==> config.mk <==
export PLATFORM = sky130hd
export DESIGN_NAME = nibble_mayor_window_flat
export DESIGN_NICKNAME = d
export VERILOG_FILES = /design/src/rtl/nibble_mayor_window_pkg.sv /design/src/rtl/nibble_mayor_window_if.sv /design/src/rtl/nibble_max_sel.sv /design/src/rtl/nibble_mayor_window.sv /design/src/flat_wrapper.sv
export SDC_FILE = /design/constraint.sdc
export NUM_CORES = 1
export LEC_CHECK = 0
export CORE_MARGIN = 2
export CORE_UTILIZATION = 45
export CTS_BUF_LIST = sky130_fd_sc_hd__clkbuf_8
export CTS_CLUSTER_DIAMETER = 150
export DETAILED_ROUTE_END_ITERATION = 8
export MAX_ROUTING_LAYER = met4
export PLACE_DENSITY_LB_ADDON = 0.3
export REMOVE_ABC_BUFFERS = 1
export SLEW_MARGIN = 20
export SYNTH_ARGS = -nofsm -noshare
export SYNTH_HDL_FRONTEND = slang
export SYNTH_HIERARCHICAL = 1
export SYNTH_SLANG_ARGS = --single-unit
==> constraint.sdc <==
create_clock -name clk -period 5.7 [get_ports clk]
set_input_delay 1.14 -clock clk [delete_from_list [all_inputs] [get_ports clk]]
set_output_delay 1.14 -clock clk [all_outputs]
set_load 0.005 [all_outputs]
==> src/rtl/nibble_mayor_window_pkg.sv <==
// rtl/nibble_mayor_window_pkg.sv - shared types and constants for the nibble window max block
// Holds the FSM state encoding, the nibble width and the default window length.
package nibble_mayor_window_pkg;

  localparam int NIBBLE_W       = 4;
  localparam int WINDOW_DEFAULT = 4;

  typedef logic [NIBBLE_W-1:0] nibble_t;

  typedef enum logic {
    ST_ACCUM = 1'b0,
    ST_HOLD  = 1'b1
  } state_t;

endpackage

==> src/rtl/nibble_mayor_window_if.sv <==
// rtl/nibble_mayor_window_if.sv - sample-in / result-out handshake bundle
// Ports:
//   nmw_in, nmw_in_valid, nmw_in_ready  - incoming nibble sample stream
//   nmw_max, nmw_idx, nmw_max_valid,
//   nmw_max_ready                       - completed window result
// The master modport is the producer/consumer side; slave is the block itself.
interface nibble_mayor_window_if;
  import nibble_mayor_window_pkg::*;

  nibble_t nmw_in;
  logic    nmw_in_valid;
  logic    nmw_in_ready;
  nibble_t nmw_max;
  nibble_t nmw_idx;
  logic    nmw_max_valid;
  logic    nmw_max_ready;

  modport master (
    output nmw_in, nmw_in_valid, nmw_max_ready,
    input  nmw_in_ready, nmw_max, nmw_idx, nmw_max_valid
  );

  modport slave (
    input  nmw_in, nmw_in_valid, nmw_max_ready,
    output nmw_in_ready, nmw_max, nmw_idx, nmw_max_valid
  );

endinterface

==> src/rtl/nibble_max_sel.sv <==
// rtl/nibble_max_sel.sv - combinational two-nibble maximum selector
// Ports:
//   cur_max  in   current running maximum
//   sample   in   new sample
//   greater  out  the larger of the two (cur_max on a tie)
//   gt       out  sample is strictly greater than cur_max
module nibble_max_sel
  import nibble_mayor_window_pkg::*;
(
  input  nibble_t cur_max,
  input  nibble_t sample,
  output nibble_t greater,
  output logic    gt
);

  // Strict compare so that a tie keeps the earlier holder of the maximum.
  assign gt      = (sample > cur_max);
  assign greater = gt ? sample : cur_max;

endmodule

==> src/rtl/nibble_mayor_window.sv <==
// rtl/nibble_mayor_window.sv - maximum nibble and its first index over fixed-length windows
// Ports:
//   clk    in   single clock, rising edge
//   reset  in   synchronous active-high reset
//   bus    slave modport of nibble_mayor_window_if (sample stream in, result out)
// Parameter WINDOW (2..16): samples per window.
module nibble_mayor_window
  import nibble_mayor_window_pkg::*;
#(
  parameter int WINDOW = WINDOW_DEFAULT
)
(
  input  logic                  clk,
  input  logic                  reset,
  nibble_mayor_window_if.slave  bus
);

  localparam int CNT_W = $clog2(WINDOW);
  localparam logic [CNT_W-1:0] LAST = CNT_W'(WINDOW - 1);

  state_t           state;
  logic [CNT_W-1:0] cnt;
  nibble_t          run_max;
  logic [CNT_W-1:0] run_idx;

  nibble_t          sel_max;
  logic             sel_gt;
  nibble_t          new_max;
  logic [CNT_W-1:0] new_idx;
  logic             first;
  logic             accept;

  // While a result is held, a new sample may only enter in the same cycle the
  // result leaves, so the stream never stalls longer than the consumer does.
  assign bus.nmw_in_ready = (state == ST_ACCUM) ? 1'b1 : bus.nmw_max_ready;
  assign accept           = bus.nmw_in_valid && bus.nmw_in_ready;

  // The counter is zero both at the start of a window and while holding, so
  // it alone tells whether the incoming sample is index 0.
  assign first = (cnt == '0);

  nibble_max_sel u_max_sel (
    .cur_max (run_max),
    .sample  (bus.nmw_in),
    .greater (sel_max),
    .gt      (sel_gt)
  );

  // Index 0 loads unconditionally so a leftover running max never leaks in.
  always_comb begin
    new_max = sel_max;
    new_idx = run_idx;
    if (first) begin
      new_max = bus.nmw_in;
      new_idx = '0;
    end else if (sel_gt) begin
      new_idx = cnt;
    end
  end

  always_ff @(posedge clk) begin
    if (reset) begin
      state             <= ST_ACCUM;
      cnt               <= '0;
      run_max           <= '0;
      run_idx           <= '0;
      bus.nmw_max       <= '0;
      bus.nmw_idx       <= '0;
      bus.nmw_max_valid <= 1'b0;
    end else begin
      if (state == ST_HOLD && bus.nmw_max_ready) begin
        state             <= ST_ACCUM;
        bus.nmw_max_valid <= 1'b0;
      end

      if (accept) begin
        if (state == ST_ACCUM && cnt == LAST) begin
          bus.nmw_max       <= new_max;
          bus.nmw_idx       <= NIBBLE_W'(new_idx);
          bus.nmw_max_valid <= 1'b1;
          cnt               <= '0;
          state             <= ST_HOLD;
        end else begin
          run_max <= new_max;
          run_idx <= new_idx;
          cnt     <= cnt + CNT_W'(1);
        end
      end
    end
  end

endmodule

==> src/flat_wrapper.sv <==
// flat-port wrapper written by rule: the top's interface ports become plain ports
module nibble_mayor_window_flat import nibble_mayor_window_pkg::*;
#(
  parameter int WINDOW = WINDOW_DEFAULT
)
  (clk, reset, bus_nmw_in, bus_nmw_in_valid, bus_nmw_max_ready, bus_nmw_in_ready, bus_nmw_max, bus_nmw_idx, bus_nmw_max_valid);
  nibble_mayor_window_if bus_i ();
  input  logic clk;
  input  logic reset;
  input wire logic [$bits(bus_i.nmw_in)-1:0] bus_nmw_in;
  input wire logic [$bits(bus_i.nmw_in_valid)-1:0] bus_nmw_in_valid;
  input wire logic [$bits(bus_i.nmw_max_ready)-1:0] bus_nmw_max_ready;
  output wire logic [$bits(bus_i.nmw_in_ready)-1:0] bus_nmw_in_ready;
  output wire logic [$bits(bus_i.nmw_max)-1:0] bus_nmw_max;
  output wire logic [$bits(bus_i.nmw_idx)-1:0] bus_nmw_idx;
  output wire logic [$bits(bus_i.nmw_max_valid)-1:0] bus_nmw_max_valid;
  assign bus_i.nmw_in = bus_nmw_in;
  assign bus_i.nmw_in_valid = bus_nmw_in_valid;
  assign bus_i.nmw_max_ready = bus_nmw_max_ready;
  assign bus_nmw_in_ready = bus_i.nmw_in_ready;
  assign bus_nmw_max = bus_i.nmw_max;
  assign bus_nmw_idx = bus_i.nmw_idx;
  assign bus_nmw_max_valid = bus_i.nmw_max_valid;
  nibble_mayor_window #(.WINDOW(WINDOW)) u_core (.clk(clk), .reset(reset), .bus(bus_i));
endmodule
Word level (Yosys, flattened, before mapping). Index checks and enable logic that the tools add are counted.

Register bits after elaboration: 16. Input bits: 8. Word-level logic and storage cells: 30.

Add/sub/neg operators: 1. Order comparisons: 1. Eq/ne operators: 1. Mux-type cells: 12. Bitwise logic cells: 2. Reductions and logical operators: 6.

Operator list (number): $mux 4 (2); $mux 1 (7); $mux 2 (3); $gt 4x4->1 (1); $reduce_and 2->1 (2); $logic_and 1x1->1 (3); $add 2x1->2 const B (1); $eq 2x2->1 const B (1); $logic_not 2->1 (1); $not 1->1 (2).

Logic depth before layout (Yosys ltp).
Word-level depth: 4. Gate-level depth with buffers: 9. Gate-level depth less buffers: 9.

Cells and area by module. Netlist, hierarchy kept.

By module, submodules not included: nibble_mayor_window (times used 1, cells an instance 83, area each 757.0 sq um, sequential area each 320.3 sq um); nibble_max_sel (times used 1, cells an instance 17, area each 160.2 sq um, sequential area each 0.0 sq um).

Worst setup path before layout. OpenSTA, ideal clock, no wires.

Kind: in2reg. From: in bus_nmw_in[3]. To: reg u_core.run_max[3]. Data arrival time: 2.596 ns. Data required time: 5.569 ns. Setup slack: 2.972 ns. Stages: 7. Path buffers: 0. Cells stage by stage: ha_1 > and4_2 > a21oi_4 > mux2_2 > mux2i_1 > nand4_1 > nor3b_1.

Longest elaborated chain between the ends: 3.

Ends and longest elaborated chain: from (decl) (RTL line flat_wrapper.sv:10) `input wire logic [$bits(bus_i.nmw_in)-1:0] bus_nmw_in;`; $gt 4x4->1 (RTL line nibble_max_sel.sv:17) `assign gt = (sample > cur_max);`; named net u_core.sel_gt (RTL line nibble_mayor_window.sv:27) `logic sel_gt;`; $mux 4 (RTL line nibble_max_sel.sv:18) `assign greater = gt ? sample : cur_max;`; named net u_core.sel_max[3] (RTL line nibble_mayor_window.sv:26) `nibble_t sel_max;`; $mux 4 (RTL line nibble_mayor_window.sv:53) `if (first) begin`; to (signal assigned) (RTL line nibble_mayor_window.sv:84) `run_max <= new_max;`; to (decl) (RTL line nibble_mayor_window.sv:23) `nibble_t run_max;`.

The timed path passes the listed nets, and every way through them passes these cells. A chain may end at the register's enable or synchronous reset.

Final worst setup path.
From: in bus_nmw_max_ready. To: out bus_nmw_in_ready.

Longest elaborated chain between the ends: 1.

Ends and longest elaborated chain: from (decl) (RTL line flat_wrapper.sv:12) `input wire logic [$bits(bus_i.nmw_max_ready)-1:0] bus_nmw_max_ready;`; $mux 1 (RTL line nibble_mayor_window.sv:35) `assign bus.nmw_in_ready = (state == ST_ACCUM) ? 1'b1 : bus.nmw_max_ready;`; to (decl) (RTL line flat_wrapper.sv:13) `output wire logic [$bits(bus_i.nmw_in_ready)-1:0] bus_nmw_in_ready;`.

No other way between the ends.

==> impl_metrics.tcl <==
set metrics [dict create \
    fp.dieW_um 49.15 \
    root_buffer "clkbuf_8" \
    ctsHoldBuffers 0 \
    post_cts_buffers 0 \
    clockBufferDepth 2 \
    coreArea_sq_mm 0.001942 \
    diodes 0 \
    dr.pass1.iters 4 \
    pre_cts_slack_ns 1.945 \
    finalSetupViolations 0 \
    outcome "complete, no violations" \
    synth_mux_area_frac 0.1392 \
    rsz0062_at_grt "false" \
    ir_worst_vdd_uv 215.5 \
    fin_crit_ns 3.788 \
    drc 0 \
    final_common_cell "dfxtp_1" \
    ys_types 28 \
    synthXorXnorAreaFrac 0 \
    cts.repair.resized 0 \
    numCtsBuffers 3 \
    final_cell_mix "16 x dfxtp_1, 15 x clkdlybuf4s50_1" \
    grt_pass1_vias 652 \
    port_buffers 15 \
    dieHeight_um 49.15 \
    wl_per_cell_um 12.59 \
    h-tree-depth 1 \
    gp_congestion 0.7911 \
    synth_seq_area_share 0.3492 \
    vias 744 \
    via_per_inst 5.431 \
    start_util 0.4723 \
    max_cap_viol_count 0 \
    worst_slew_pin_slew_ns 0.6107 \
    arrival_ns 2.65 \
    synth_top_family_by_area "simple AND/OR/NAND/NOR gates" \
    critical_path_class "in2out" \
    hpwl_um 1250 \
    grt_pass1_wl_um 2925 \
    synthSimpleGateAreaFrac 0.1951 \
    leakagePower_nw 0.4224 \
    grtUsageTotal 0.1582 \
    layout-drive-gt1-share 0.1091 \
    power_density_mw_per_mm2 236.8 \
    hold_path.class "reg2reg" \
    hold_viol_final 0 \
    synth.avg_cell_area_sq_um 9.171 \
    syn_area_sq_um 917.1 \
    ant_nets 0 \
    synth_compound_area_frac 0.1501 \
    critPathCaptureType "output pin" \
    fin_ws_ns 1.912 \
    grt_antenna_before_repair 0 \
    grt_max_degree 19 \
    ys_ff_latch 16 \
    synth_fa_ha_area_frac 0.08186 \
    pin_count 18 \
    rows 16 \
    max_freq_mhz 264.0 \
    dieArea_sq_mm 0.002415 \
    area_growth_pct 19.37 \
    clock_skew_ns 0.001072 \
    maxSlewViolCount 0 \
    relSlewSlack 0.5916 \
    crit_fanout 14 \
    drt-total-wl_um 1725 \
    nets 126 \
    clkTransAtPathRegs_ns 0.06 \
    tritoncts "yes" \
    post-route-period-util 0.6645 \
    setup.worst_path.start_class "primary input" \
    crit_required_ns 4.56 \
    insertion_delay_ns 0.25 \
    yosysTopAreaCell "dfxtp_1" \
    synthCells 100 \
    setup_tns_ns 0 \
    drt_iter0_markers 11 \
    clock_sinks 16 \
    grt-ovfl-total 0 \
    yosysWarnings 6 \
    synthTopCellsByArea "dfxtp_1 35%, ha_1 8.2%, mux2_2 7.4%" \
    netlist.area_leader.share 0.3492 \
]
[Yosys cell counts (all sizes together)]
master  instances
a211o           1
a211oi          4
a21o            1
a21oi           7
a31oi           4
and3b           1
and4            1
buf             7
clkbuf          2
conb            1
dfxtp          16
ha              6
inv             6
mux2            6
mux2i           6
nand2           5
nand2b          4
nand3           2
nand3b          3
nand4           4
nor2            6
nor2b           1
nor3b           4
o211ai          1
o31ai           1
[layer usage]
metal	GRT usage	up-vias	part of all wire
li1	-	370	-
met3	0.04908	4	0.050
met1	0.1950	352	0.46
met4	0.02857	0	0.0081
met5	-	-	0
met2	0.2568	18	0.48
[per-stage QoR]
| stage | instance area, sq um | instances | hold slack [ns] | total power, mW | util |
|---|---|---|---|---|---|
| final | 1095 | 137 | 0.4551 | 0.2593 | 0.5638 |
| after global routing | 1095 | 137 | 0.4833 | 0.2736 | 0.5638 |
| after CTS | 1095 | 137 | 0.4567 | 0.2627 | 0.5638 |
| after detailed placement | 1054 | 134 | 0.4485 | 0.1789 | 0.5425 |
| after global placement | 1054 | 134 | 0.4446 | 0.1767 | 0.5425 |
| after floorplan | 869.6 | 92 | 0.4467 | 0.1615 | - |
[state kept, by name (all words and copies together), names as in the netlist]
signal	flops
u_core/run_idx	2
u_core/run_max	4
u_core/bus.nmw_max_valid	1
u_core/bus.nmw_max	4
u_core/state	1
u_core/cnt	2
u_core/bus.nmw_idx	2
[power by group]
part	leakage, nW	internal [mW]	switching [mW]
sequential	0.130	0.117	0.00368
clock	0.0216	0.0468	0.0356
combinational	0.270	0.0293	0.0272
total	0.422	0.193	0.0665
[area by class of cell]
| class | count | area (sq um) |
|---|---|---|
| tap | 27 | 33.78 |
| fill | 209 | 847.1 |
| inverter | 6 | 22.52 |
| sequential | 16 | 320.3 |
| timing repair buffer | 15 | 150.1 |
| clock buffer | 3 | 41.29 |
| multi-input combinational | 70 | 526.8 |
[logic make-up (layout without fill, tap and decap cells)]
kind of cell	after synthesis	after routing
other	1	2
adder cells (fa/ha/maj)	6	6
AO/OA/AOI/OAI	19	19
flip-flops	16	16
multiplexers	12	12
buffers and inverters	15	24
AND/OR/NAND/NOR	31	31
[final timing paths]
| check | start | endpoint | slack (ns) | cells after the start |
|---|---|---|---|---|
| max | bus_nmw_max_ready | bus_nmw_in_ready | 1.91 | 3 |
| min | u_core/bus.nmw_idx[0] | u_core/bus.nmw_idx[0] | 0.46 | 2 |
| max reg2reg | u_core/run_max[3] | u_core/run_max[1] | 3.46 | 8 |
| min reg2reg | u_core/bus.nmw_idx[0] | u_core/bus.nmw_idx[0] | 0.46 | 2 |
[critical path, stage by stage]
cell             delay (ns)
clkdlybuf4s50_1        0.47
nand2b_1               0.43
clkdlybuf4s50_1        0.60
Note: power is estimated with default switching activity, not from simulation.
